<file path="config.mk">
export PLATFORM = sky130hd
export DESIGN_NAME = datapath_pipe
export DESIGN_NICKNAME = d
export VERILOG_FILES = /design/src/rtl/dp_pkg.sv /design/src/rtl/dp_mul_iter.sv /design/src/rtl/datapath_pipe.sv
export SDC_FILE = /design/constraint.sdc
export NUM_CORES = 1
export LEC_CHECK = 0
export BUFFER_PORTS_ARGS = -buffer_cell sky130_fd_sc_hd__buf_2
export CAP_MARGIN = 30
export CORE_ASPECT_RATIO = 2
export CORE_MARGIN = 2
export CORE_UTILIZATION = 49
export DETAILED_ROUTE_END_ITERATION = 16
export PLACE_DENSITY = 0.68
export SKIP_CTS_REPAIR_TIMING = 1
export SKIP_LAST_GASP = 1
export SLEW_MARGIN = 10
export SYNTH_ARGS = -nofsm -noshare
export SYNTH_HDL_FRONTEND = slang
export SYNTH_HIERARCHICAL = 1
export SYNTH_SLANG_ARGS = --single-unit
</file>
<file path="constraint.sdc">
create_clock -name clk -period 8.35 [get_ports clk]
set_clock_uncertainty 0.15 [all_clocks]
set_input_delay 0.4175 -clock clk [delete_from_list [all_inputs] [get_ports clk]]
set_output_delay 0.4175 -clock clk [all_outputs]
set_load 0.05 [all_outputs]
</file>
<file path="src/rtl/dp_pkg.sv">
// Shared encodings for the pipelined register-file/ALU datapath.
// Imported by datapath_pipe and its iterative multiplier.
package dp_pkg;

    typedef enum logic [2:0] {
        OP_ADD   = 3'd0,
        OP_SUB   = 3'd1,
        OP_PASSA = 3'd2,
        OP_AND   = 3'd3,
        OP_OR    = 3'd4,
        OP_XOR   = 3'd5,
        OP_MUL   = 3'd6,
        OP_RSVD  = 3'd7
    } alu_op_t;

    typedef enum logic [1:0] {
        WS_ALU  = 2'd0,
        WS_DMEM = 2'd1,
        WS_CONS = 2'd2,
        WS_ABS  = 2'd3
    } wsel_t;

    typedef struct packed {
        logic v;
        logic c;
        logic n;
        logic z;
    } flags_t;

    typedef enum logic [1:0] {
        MS_IDLE = 2'd0,
        MS_MUL  = 2'd1,
        MS_DONE = 2'd2
    } mul_state_t;

    // Only arithmetic sources (ALU, abs) are allowed to move the status flags.
    function automatic logic writes_flags(input wsel_t ws);
        return (ws == WS_ALU) || (ws == WS_ABS);
    endfunction

endpackage

</file>
<file path="src/rtl/dp_mul_iter.sv">
// Unsigned shift-add multiplier: one multiplier bit per cycle, DW cycles.
// done is combinational in the last iteration so product can be captured on that edge.
module dp_mul_iter #(
    parameter int DW = 16
) (
    input  logic            clk,
    input  logic            rst,
    input  logic            start,
    input  logic [DW-1:0]   a,
    input  logic [DW-1:0]   b,
    output logic            done,
    output logic [2*DW-1:0] product
);

    localparam int CNTW = $clog2(DW);
    localparam logic [CNTW-1:0] LAST = CNTW'(DW - 1);

    logic            busy;
    logic [CNTW-1:0] cnt;
    logic [2*DW-1:0] mcand;
    logic [2*DW-1:0] acc;
    logic [2*DW-1:0] partial;
    logic [DW-1:0]   mplier;

    // product already includes the current iteration's partial term
    always_comb begin
        partial = mplier[0] ? mcand : '0;
        product = acc + partial;
        done    = busy && (cnt == LAST);
    end

    always_ff @(posedge clk or posedge rst) begin
        if (rst) begin
            busy   <= 1'b0;
            cnt    <= '0;
            mcand  <= '0;
            acc    <= '0;
            mplier <= '0;
        end else if (start) begin
            busy   <= 1'b1;
            cnt    <= '0;
            mcand  <= {{DW{1'b0}}, a};
            acc    <= '0;
            mplier <= b;
        end else if (busy) begin
            acc    <= product;
            mcand  <= mcand << 1;
            mplier <= mplier >> 1;
            cnt    <= cnt + 1'b1;
            if (done) busy <= 1'b0;
        end
    end

endmodule

</file>
<file path="src/rtl/datapath_pipe.sv">
// Two-stage (execute/writeback) register-file datapath with WB forwarding,
// registered {V,C,N,Z} flags and a stalling iterative multiply.
module datapath_pipe
    import dp_pkg::*;
#(
    parameter int DW   = 16,
    parameter int NREG = 16,
    parameter int AW   = $clog2(NREG),
    parameter int CW   = 8
) (
    input  logic          clk,
    input  logic          rst,
    input  logic          issue_valid,
    output logic          issue_ready,
    input  logic [1:0]    wsel,
    input  logic [AW-1:0] w_addr,
    input  logic          w_wr,
    input  logic [AW-1:0] rp_addr,
    input  logic          rp_rd,
    input  logic [AW-1:0] rq_addr,
    input  logic          rq_rd,
    input  logic [CW-1:0] w_cons,
    input  logic [2:0]    alu_op,
    input  logic [DW-1:0] dm_din,
    output logic [DW-1:0] rp_data,
    output logic          rp_zero,
    output logic [3:0]    flags,
    output logic          wb_valid
);

    logic [DW-1:0] rf [NREG];
    logic [AW-1:0] wb_addr;
    logic [DW-1:0] wb_data;
    flags_t        flags_q;

    alu_op_t    op;
    wsel_t      ws;
    mul_state_t state_q, state_d;

    logic            accept, is_mul, mul_start, mul_done;
    logic [2*DW-1:0] mul_prod;
    logic [AW-1:0]   mul_addr;
    logic            mul_wr;
    flags_t          mul_flags;

    logic [DW-1:0] rq_data, alu_y, abs_y, ex_y, cons_ext;
    logic [DW:0]   sum, dif;
    logic          alu_c, alu_v, abs_v;
    flags_t        ex_flags;

    assign op = alu_op_t'(alu_op);
    assign ws = wsel_t'(wsel);

    // Read ports: WB stage wins over the array so a dependent op can issue next cycle
    assign rp_data = !rp_rd ? '0 :
                     (wb_valid && wb_addr == rp_addr) ? wb_data : rf[rp_addr];
    assign rq_data = !rq_rd ? '0 :
                     (wb_valid && wb_addr == rq_addr) ? wb_data : rf[rq_addr];
    assign rp_zero = (rp_data == '0);

    assign issue_ready = (state_q != MS_MUL);
    assign accept      = issue_valid && issue_ready;
    assign is_mul      = (op == OP_MUL) && (ws == WS_ALU);
    assign mul_start   = accept && is_mul;

    always_comb begin
        sum   = {1'b0, rp_data} + {1'b0, rq_data};
        dif   = {1'b0, rp_data} - {1'b0, rq_data};
        alu_y = rp_data;
        alu_c = 1'b0;
        alu_v = 1'b0;
        case (op)
            OP_ADD: begin
                alu_y = sum[DW-1:0];
                alu_c = sum[DW];
                alu_v = (rp_data[DW-1] == rq_data[DW-1]) && (sum[DW-1] != rp_data[DW-1]);
            end
            OP_SUB: begin
                // bit DW of the widened difference is the unsigned borrow
                alu_y = dif[DW-1:0];
                alu_c = dif[DW];
                alu_v = (rp_data[DW-1] != rq_data[DW-1]) && (dif[DW-1] != rp_data[DW-1]);
            end
            OP_AND:  alu_y = rp_data & rq_data;
            OP_OR:   alu_y = rp_data | rq_data;
            OP_XOR:  alu_y = rp_data ^ rq_data;
            default: alu_y = rp_data;
        endcase
    end

    // abs of the most-negative value wraps to itself and raises V
    assign abs_y = rp_data[DW-1] ? (~rp_data + 1'b1) : rp_data;
    assign abs_v = (rp_data == {1'b1, {(DW-1){1'b0}}});

    always_comb begin
        cons_ext          = '0;
        cons_ext[CW-1:0]  = w_cons;
    end

    always_comb begin
        ex_y     = alu_y;
        ex_flags = '0;
        case (ws)
            WS_ALU: begin
                ex_y       = alu_y;
                ex_flags.v = alu_v;
                ex_flags.c = alu_c;
            end
            WS_DMEM: ex_y = dm_din;
            WS_CONS: ex_y = cons_ext;
            WS_ABS: begin
                ex_y       = abs_y;
                ex_flags.v = abs_v;
            end
            default: ex_y = alu_y;
        endcase
        ex_flags.n = ex_y[DW-1];
        ex_flags.z = (ex_y == '0);
    end

    always_comb begin
        mul_flags.v = 1'b0;
        mul_flags.c = |mul_prod[2*DW-1:DW];
        mul_flags.n = mul_prod[DW-1];
        mul_flags.z = (mul_prod[DW-1:0] == '0);
    end

    dp_mul_iter #(.DW(DW)) u_mul (
        .clk     (clk),
        .rst     (rst),
        .start   (mul_start),
        .a       (rp_data),
        .b       (rq_data),
        .done    (mul_done),
        .product (mul_prod)
    );

    always_ff @(posedge clk or posedge rst) begin
        if (rst) state_q <= MS_IDLE;
        else     state_q <= state_d;
    end

    // DONE behaves like IDLE for issue, so a multiply can follow a multiply directly
    always_comb begin
        state_d = state_q;
        case (state_q)
            MS_IDLE, MS_DONE: state_d = mul_start ? MS_MUL : MS_IDLE;
            MS_MUL:           if (mul_done) state_d = MS_DONE;
            default:          state_d = MS_IDLE;
        endcase
    end

    always_ff @(posedge clk or posedge rst) begin
        if (rst) begin
            mul_addr <= '0;
            mul_wr   <= 1'b0;
        end else if (mul_start) begin
            mul_addr <= w_addr;
            mul_wr   <= w_wr;
        end
    end

    // mul_done and a fresh accept are exclusive: issue_ready is low while multiplying
    always_ff @(posedge clk or posedge rst) begin
        if (rst) begin
            for (int i = 0; i < NREG; i++) rf[i] <= '0;
            wb_valid <= 1'b0;
            wb_addr  <= '0;
            wb_data  <= '0;
            flags_q  <= '0;
        end else begin
            if (wb_valid) rf[wb_addr] <= wb_data;
            wb_valid <= 1'b0;
            if (mul_done) begin
                wb_valid <= mul_wr;
                wb_addr  <= mul_addr;
                wb_data  <= mul_prod[DW-1:0];
                if (mul_wr) flags_q <= mul_flags;
            end else if (accept && !is_mul) begin
                wb_valid <= w_wr;
                wb_addr  <= w_addr;
                wb_data  <= ex_y;
                if (w_wr && writes_flags(ws)) flags_q <= ex_flags;
            end
        end
    end

    assign flags = flags_q;

endmodule

</file>
Yosys cells after proc, flatten, opt, wreduce, memory -nomap -nowiden. Index checks and enable logic that the tools add are counted. W data, S select, Z words.

Flip-flop bits (word level): 373.

Add/sub/neg operators: 5. Order comparisons: 4. Multiplexer cells: 45. Equal/unequal tests: 21. Bitwise logic cells: 7. Reduce and logical (&&, ||, !) cells: 25.

Operators by type and width (number): $bwmux W256 (1); $mux W16 (14); $mux W32 (5); $bmux W16 S4 (2); $pmux W16 S5 (1); $demux W16 S4 (1); $pmux W16 S4 (1); $logic_not A16 Y1 (3); $add A32 B32 Y32 (1); $mux W4 (8); $add A16 B16 Y17 (1); $sub A16 B16 Y17 (1); $add A16 B1 Y16 const B (1); $and A16 B16 Y16 (1); $eq A16 B16 Y1 const B (1); $not A16 Y16 (1); $or A16 B16 Y16 (1); $reduce_or A16 Y1 (1); $xor A16 B16 Y16 (1); $ge A5 B5 Y1 const B (3); $not A4 Y5 (3); $logic_and A1 B1 Y1 (11); $eq A3 B3 Y1 const B (3); $eq A4 B4 Y1 (2); other kinds (22) (39).

Logic depth before layout (Yosys ltp). Gate-level depths: netlist of the first run.

Depth after elaboration: 14. Gate-level depth with buffers: 22. Mapped depth without buffers: 18.

Hierarchy. The synthesis of the first run kept the hierarchy.

By module, submodules not included: datapath_pipe (cells an instance 1664, area an instance 19409.9 µm², seq. area each 7206.9 µm², times used 1); dp_mul_iter (cells an instance 602, area an instance 5496.5 µm², seq. area each 2127.0 µm², times used 1).

Least setup slack after synthesis of the first run. No wires, ideal clock.

Path kind: input-to-reg. Start: input port rq_addr[0]. End: register flags_q (netlist bit flags[1]). Setup slack: 2475 ps. Required time: 8075 ps. Stages on the path: 19. Arrival: 5601 ps. Library setup time: 125 ps. Cell sequence: clkbuf_1 > buf_1 > xor2_1 > nor4_1 > clkbuf_1 > mux2_2 > nand2_1 > ha_1 > clkbuf_1 > nor3b_1 > o21ai_0 > o211ai_1 > o21ai_0 > o41ai_1 > mux2i_1 > a41o_1 > o31ai_1 > o21ai_0 > mux2_2.

Word-level cells in the longest chain between the ends: 12.

RTL lines: start, declared (line datapath_pipe.sv:20) `input logic [AW-1:0] rq_addr,`; $not A4 Y5 (implied by the code) (line datapath_pipe.sv:58) `(wb_valid && wb_addr == rq_addr) ? wb_data : rf[rq_addr];`; $bmux W16 S4 (line datapath_pipe.sv:58); $mux W16 (implied by the code) (2 in series) (line datapath_pipe.sv:58); $mux W16 (*) (line datapath_pipe.sv:58); $mux W16 (*) (line datapath_pipe.sv:57) `assign rq_data = !rq_rd ? '0 :`; $sub A16 B16 Y17, or another cell as far along (line datapath_pipe.sv:68) `dif = {1'b0, rp_data} - {1'b0, rq_data};`; $pmux W16 S5 (*) (line datapath_pipe.sv:72) `case (op)`; $pmux W16 S4 (*) (line datapath_pipe.sv:103) `case (ws)`; $mux W4 (*) (line datapath_pipe.sv:183) `if (w_wr && writes_flags(ws)) flags_q <= ex_flags;`; $mux W4 (*) (line datapath_pipe.sv:179) `end else if (accept && !is_mul) begin`; $mux W4 (*) (line datapath_pipe.sv:174) `if (mul_done) begin`; end signal, assigned (line datapath_pipe.sv:178) `if (mul_wr) flags_q <= mul_flags;`; end signal, assigned (line datapath_pipe.sv:183); end, declared (line datapath_pipe.sv:34) `flags_t flags_q;`.

Mark *: on every way between the ends. The rest lies on a longest branch, timed or not. The select of a mux whose other input is x is not followed. A chain may end at the register's enable or synchronous reset.

Worst setup path after layout of the first run.
Start: register wb_addr[0]. End: register flags_q (netlist bit flags[0]).

Word-level cells in the longest chain between the ends: 12.

RTL lines: start, declared (line datapath_pipe.sv:32) `logic [AW-1:0] wb_addr;`; start signal, assigned (line datapath_pipe.sv:176) `wb_addr <= mul_addr;`; start signal, assigned (line datapath_pipe.sv:181) `wb_addr <= w_addr;`; parallel branches: the longest is 7 deep, another holds $sub A16 B16 Y17; $pmux W16 S4 (*) (line datapath_pipe.sv:103); $logic_not A16 Y1 (*) (line datapath_pipe.sv:118) `ex_flags.z = (ex_y == '0);`; $mux W4 (*) (line datapath_pipe.sv:183); $mux W4 (*) (line datapath_pipe.sv:179); $mux W4 (*) (line datapath_pipe.sv:174).

Every way passes the cells marked *. The select of a mux whose other input is x is not followed.

==> out/metrics.yaml, run 1 <==
syn_nets: 2402
vias: 19900
cts_root_buf: "clkbuf_16"
ant_nets: 0
gp_congestion: 0.994
synth_top_family_by_area: "multiplexers"
crit_required_ns: 8.67
seq_area_frac_synth: 0.375
antenna_found_initial: 2
cap_violations: 0
drt_first_pass_iters: 8
post_synth_fa_ha_maj_area_fraction: 0.0456
synthMuxAreaShare: 0.295
setup_viol: 0
crit_type: "reg -> reg"
cts.sinks: 373
post_drt_via_cell_ratio: 6.78
synth.distinct_cells: 98
dp_hpwl_um: 62100
cts_buffer_depth: 3
grt_max_degree: 185
ys_seq_elements: 373
min_path_type: "in -> reg"
yosys.area_share.simple: 0.107
tns_ns: 0
ios: 70
finalCriticalPeriod_ns: 6.30
wirelength_um: 86600
synth.top_cell.area_share: 0.375
synthArstFlopShare: 1.00
die_h_um: 323
clk_latency_ns: 0.57
cts_max_level: 2
dieArea_um2: 52800
core_area_um2: 50100
clk_pin_slew_ns: 0.06
grt_pass1_vias: 20700
syn2layout_area_growth_pct: 9.05
syn_area_um2: 24900
start_util: 0.497
drive_gt1_frac: 0.282
drcViolationCount: 0
syn_area_per_cell_um2: 11.0
period_share: 0.755
crit_path_start_kind: "flop"
synthXorXnorAreaFrac: 0.0179
nFillCells: 4313
rows: 116
synth_compound_area_frac: 0.120
cp.arrival_ns: 6.63
grt_pass1_wl_um: 129000
ys_dominant_reg_cell: "dfrtp_1"
finalWorstSetupSlack_ns: 2.05
syn_inst: 2266
end_kind: "flop"
status: "finished clean"
ys.warnings.count: 6
grt_usage: 0.332
yosysTopAreaCell: "dfrtp_1"
cts_tree: "yes"
drv_slew: 0
cts_made_buffers: 37
layout_commonest_cell: "dfrtp_1"
rsz0062_at_grt: "false"
port_buffers: 69
vdd.ir_drop.worst_v: 0.000254
synth.area.top_cells: "dfrtp_1 37%, mux2_2 12%, mux4_2 12%"
worst_pin_slew_ns: 1.11
n_antenna_cell: 0
dp_slack_ns: 1.85
synth-edff-count: 0
p_leak_nw: 12.3
fmax_mhz: 159
die_w_um: 163
finalHoldViolations: 0
final_cell_mix: "372 x dfrtp_1, 276 x mux2_2, 185 x nand2_1, 132 x mux4_2, 115 x nor2_1"
worstPathMaxFanout: 15
report.power.total_mw: 9.42
wire_per_inst_um: 29.5
drtIter0Drc: 1747
grt.overflow.total: 0
slew_headroom: 0.251
final_nets: 2401
power_per_cell_area_nw_per_um2: 347
==> stage by stage <==
step	instances	utilization	hold slack [ns]	instance area, µm²
floorplan	2266	-	0.274	24900
global placement	2860	0.515	0.281	25800
detailed placement	2865	0.516	0.290	25800
CTS	2929	0.540	-0.299	27000
global route	2939	0.542	0.178	27200
finish	2939	0.542	0.161	27200
==> final cells by class <==
type	instances	area, µm²	area share
repair buffers	137	926	0.0341
inverters	66	254	0.00935
clock inverters	9	159	0.00585
multi-input cells	1650	14600	0.538
flip-flops and latches	373	9340	0.344
clock buffers	55	1060	0.0392
well taps	649	812	0.0299
==> per-layer routing <==
layer	wire (µm)	GRT usage
met5	28	0
met4	9250	0.287
met3	5920	0.0689
met2	44100	0.580
met1	27300	0.332
==> report_power, final <==
group | internal, mW | total (mW) | switching, mW
combinational | 1.93 | 4.29 | 2.37
sequential | 2.53 | 3.36 | 0.829
clock | 1.01 | 1.77 | 0.757
==> sequential cells by signal, summed over array words and instances, names as in the netlist <==
signal and flops:
rf 256, wb_valid 1, mul_wr 1, mul_addr 4, u_mul/mplier 16, wb_data 16
u_mul/busy 1, u_mul/cnt 4, state_q 2, flags 4, u_mul/mcand 32, u_mul/acc 32
wb_addr 4
==> worst max-delay path, stage by stage (launching register included) <==
cell and delay, ns:
dfrtp_1 0.82, xnor2_2 0.16, and3_1 0.24, nand2_1 0.53, nand3_1 0.18, a21oi_1 0.49, buf_4 0.26, inv_1 0.05
ha_1 0.36, or4_1 0.61, a211oi_1 0.72, o31ai_1 0.18, and3_1 0.21, o21ai_0 0.23, nand4b_1 0.21, a2111oi_2 0.26
o2111ai_1 0.32, o21ai_1 0.21
==> worst paths after layout <==
kind / startpoint / end / slack, ns / cells after the start
worst max-delay path: wb_addr[0]$_DFFE_PP0P_ / flags[0]$_DFFE_PP0P_ / 2.05 / 17
worst min-delay path: dm_din[14] / flags[0]$_DFFE_PP0P_ / 0.16 / 4
worst max register to register: wb_addr[0]$_DFFE_PP0P_ / flags[0]$_DFFE_PP0P_ / 2.05 / 17
worst min register to register: state_q[0]$_DFFE_PP0P_ / state_q[0]$_DFFE_PP0P_ / 0.30 / 1
max in group asynchronous: rst / rf[150]$_DFFE_PP0P_ / 6.07 / 5
min in group asynchronous: rst / u_mul/acc[17]$_DFFE_PP0P_ / 0.27 / 3
==> cell usage after synthesis, types with 10 or more instances <==
master,instances
nor2_1,125
a211oi_1,26
o22ai_1,15
and3_1,18
inv_1,61
nand2b_1,23
mux2i_1,109
nor4_1,18
ha_1,86
mux4_2,132
nand3_1,40
xnor2_1,29
mux2_2,276
o211ai_1,14
a22o_1,14
nor2b_1,19
a21oi_1,92
buf_2,15
o21ai_1,10
a21o_1,26
o31ai_1,13
a31oi_1,16
xor2_1,20
nand4_1,14
and2_1,39
dfrtp_1,373
nor3_1,30
buf_1,23
nand2_1,185
o21ai_0,103
a22oi_1,22
o2111ai_1,10
clkbuf_1,129
==> cell families after synthesis <==
kind of cell,after synthesis
fa+ha+maj,89
xor+xnor,50
flops,373
simple gates,548
buf+inv,243
compound gates,439
mux,524
No activity file was read; power rests on OpenSTA's default activity.
==> run 2, diff against run 1 <==
--- a/config.mk
+++ b/config.mk
@@ -5,13 +5,14 @@
 export SDC_FILE = /design/constraint.sdc
 export NUM_CORES = 1
 export LEC_CHECK = 0
+export ABC_AREA = 1
 export BUFFER_PORTS_ARGS = -buffer_cell sky130_fd_sc_hd__buf_2
 export CAP_MARGIN = 30
 export CORE_ASPECT_RATIO = 2
 export CORE_MARGIN = 2
 export CORE_UTILIZATION = 49
 export DETAILED_ROUTE_END_ITERATION = 16
-export PLACE_DENSITY = 0.68
+export PLACE_DENSITY = 0.65
 export SKIP_CTS_REPAIR_TIMING = 1
 export SKIP_LAST_GASP = 1
 export SLEW_MARGIN = 10
==> constraint.sdc (replaced) <==
create_clock -name clk -period 5.9 [get_ports clk]
set_clock_uncertainty 0.15 [all_clocks]
set_input_delay 0.295 -clock clk [delete_from_list [all_inputs] [get_ports clk]]
set_output_delay 0.295 -clock clk [all_outputs]
set_load 0.05 [all_outputs]
==> out/metrics.yaml, run 2 <==
status: "finished clean"
finalCriticalPeriod_ns: 5.20
drv_slew: 0
port_buffers: 69
nFillCells: 5342
final_cell_mix: "1030 x nand2_1, 476 x o21ai_0, 452 x inv_1, 373 x dfrtp_1, 362 x nand3_1"
dieArea_um2: 54100
synth.top_cell.area_share: 0.365
hold_start: "dm_din[13]"
syn_area_um2: 25500
syn_inst: 3762
die_h_um: 327
cp.arrival_ns: 5.56
cts.sinks: 373
grt.overflow.total: 0
finalWorstSetupSlack_ns: 0.697
drcViolationCount: 0
rows: 118
drt_first_pass_iters: 6
synth.distinct_cells: 52
met2_length_um: 46300
regArea_um2: 9330
drtIter0Drc: 2542
grt_max_degree: 163
ys_seq_elements: 373
fmax_mhz: 192
period_share: 0.882
ys_dominant_reg_cell: "dfrtp_1"
final_nets: 3849
cts_buffer_depth: 3
dp_slack_ns: 0.831
grt_pass1_wl_um: 144000
ys.warnings.count: 6
clk_pin_slew_ns: 0.07
die_w_um: 165
cts_max_level: 2
clk_latency_ns: 0.58
tns_ns: 0
yosysMostFrequentCell: "nand2_1"
dp_hpwl_um: 67200
cts_made_buffers: 39
syn2layout_area_growth_pct: 8.10
synthArstFlopShare: 1.00
r2r-start: "wb_addr[3]$_DFFE_PP0P_"
antenna_found_initial: 1
vdd.ir_drop.worst_v: 0.000467
start_util: 0.494
largest_register_ffs: 256
cap_violations: 0
p_leak_nw: 13.8
syn_nets: 3898
reg.largest.list: "rf (256), u_mul/acc (32), u_mul/mcand (32)"
core_area_um2: 51700
crit_path_start_kind: "flop"
wirelength_um: 95000
slew_headroom: 0.333
crit_required_ns: 6.26
layout_commonest_cell: "nand2_1"
synthTopCellsByCount: "1031 x nand2_1, 476 x o21ai_0, 456 x inv_1, 373 x dfrtp_1, 362 x nand3_1"
end_kind: "flop"
wire_per_inst_um: 21.6
grt_pass1_vias: 24800
yosysTopAreaCell: "dfrtp_1"
cts_tree: "yes"
cts_root_buf: "clkbuf_16"
multi_input_area_um2: 13500
top_register: "rf"
ios: 70
synth-edff-count: 0
vias: 25600
power_per_cell_area_nw_per_um2: 382
report.power.total_mw: 10.5
fin_util: 0.534
grt_usage: 0.354
setup_viol: 0
rsz0062_at_grt: "false"
gp_congestion: 1.05
wl_met1_um: 33800
reg2reg_setup_slack_ns: 0.70
seq_area_frac_synth: 0.365
finalHoldViolations: 0
post_drt_via_cell_ratio: 5.81
synth.area.top_cells: "dfrtp_1 37%, nand2_1 15%, o21ai_0 9.3%"
wl_met3_um: 6880
crit_type: "reg -> reg"
worst_pin_slew_ns: 0.997
startpoint: "wb_addr[3]$_DFFE_PP0P_"
syn_area_per_cell_um2: 6.79
worstPathMaxFanout: 14
min_path_type: "in -> reg"
ant_nets: 0
routed.top_layer: "met4"
drive_gt1_frac: 0.0762
run 2: changes by cell type after synthesis, moves of 27 or more:
cell,change
nand3_1,+322
clkbuf_1,+27
mux2i_1,-109
mux2_2,-276
nor2_1,+77
o21ai_0,+373
o211ai_1,+73
inv_1,+395
nand2_1,+846
mux4_2,-132
a21oi_1,+116
run 2: cell type report:
class                      instances  share of cell area
sequential                       373               0.338
inverter                         470              0.0641
multi-input combinational       2687               0.488
tap                              660              0.0299
antenna                            1           0.0000906
clock inverter                    17             0.00421
clock buffer                      52              0.0404
timing repair buffer             142              0.0353
run 2: final timing paths:
| kind | endpoint | depth (start not counted) |
|---|---|---|
| setup / recovery | flags[0]$_DFFE_PP0P_ | 22 |
| hold / removal | wb_data[13]$_DFFE_PP0P_ | 5 |
| setup reg to reg | flags[0]$_DFFE_PP0P_ | 22 |
| hold reg to reg | rf[78]$_DFFE_PP0P_ | 2 |
| max in group asynchronous | rf[243]$_DFFE_PP0P_ | 4 |
| min in group asynchronous | u_mul/mcand[30]$_DFFE_PP0P_ | 3 |
run 2: cells by family (layout without fill, tap and decap cells):
family                   after synthesis  after routing  share of synthesized area
AO/OA/AOI/OAI                        868            868                      0.190
XOR/XNOR                              26             26                     0.0104
adder cells (fa/ha/maj)               89             89                     0.0445
buffers and inverters                702            681                      0.109
flip-flops                           373            373                      0.365
other                                  0              1                          0
AND/OR/NAND/NOR                     1704           1704                      0.281
run 2: worst max-delay path: stages (launching register included):
cell and delay, ns:
dfrtp_1 0.46, nand2_1 0.09, o21ai_0 0.07, a221oi_1 0.39, o2111ai_4 0.48, buf_4 0.34, o211ai_1 0.63, ha_1 0.45
inv_1 0.20, nand2_1 0.11, nor3_1 0.25, nand3_1 0.13, nand3_1 0.20, a21oi_1 0.09, o21ai_0 0.08, o21ai_0 0.12
nor2_1 0.13, a31oi_1 0.09, a21oi_1 0.27, nand2_1 0.11, nor2_1 0.11, nand2_1 0.08, a21oi_2 0.10
run 2: stage by stage:
stage          hold slack [ns]  cell area (µm²)  instances
4_1_cts                 -0.366            27500       4395
3_5_place_dp             0.234            26300       4326
5_1_grt                 0.0523            27600       4401
6_report                0.0233            27600       4402
2_1_floorplan            0.255            25500       3762
3_3_place_gp             0.234            26300       4325
run 2: report_power, final:
part           internal, mW  total (mW)  switching [mW]  leakage, nW
clock network          1.34        2.45            1.11        0.612
logic                  1.21        3.96            2.75         8.17
registers              3.43        4.13           0.698         5.00
run 2: per-layer routing:
layer  up-vias  GRT usage
met5         -          0
met4         0      0.251
met3       380     0.0549
met2      1191      0.599
met1     11900      0.400
li1      12100          -
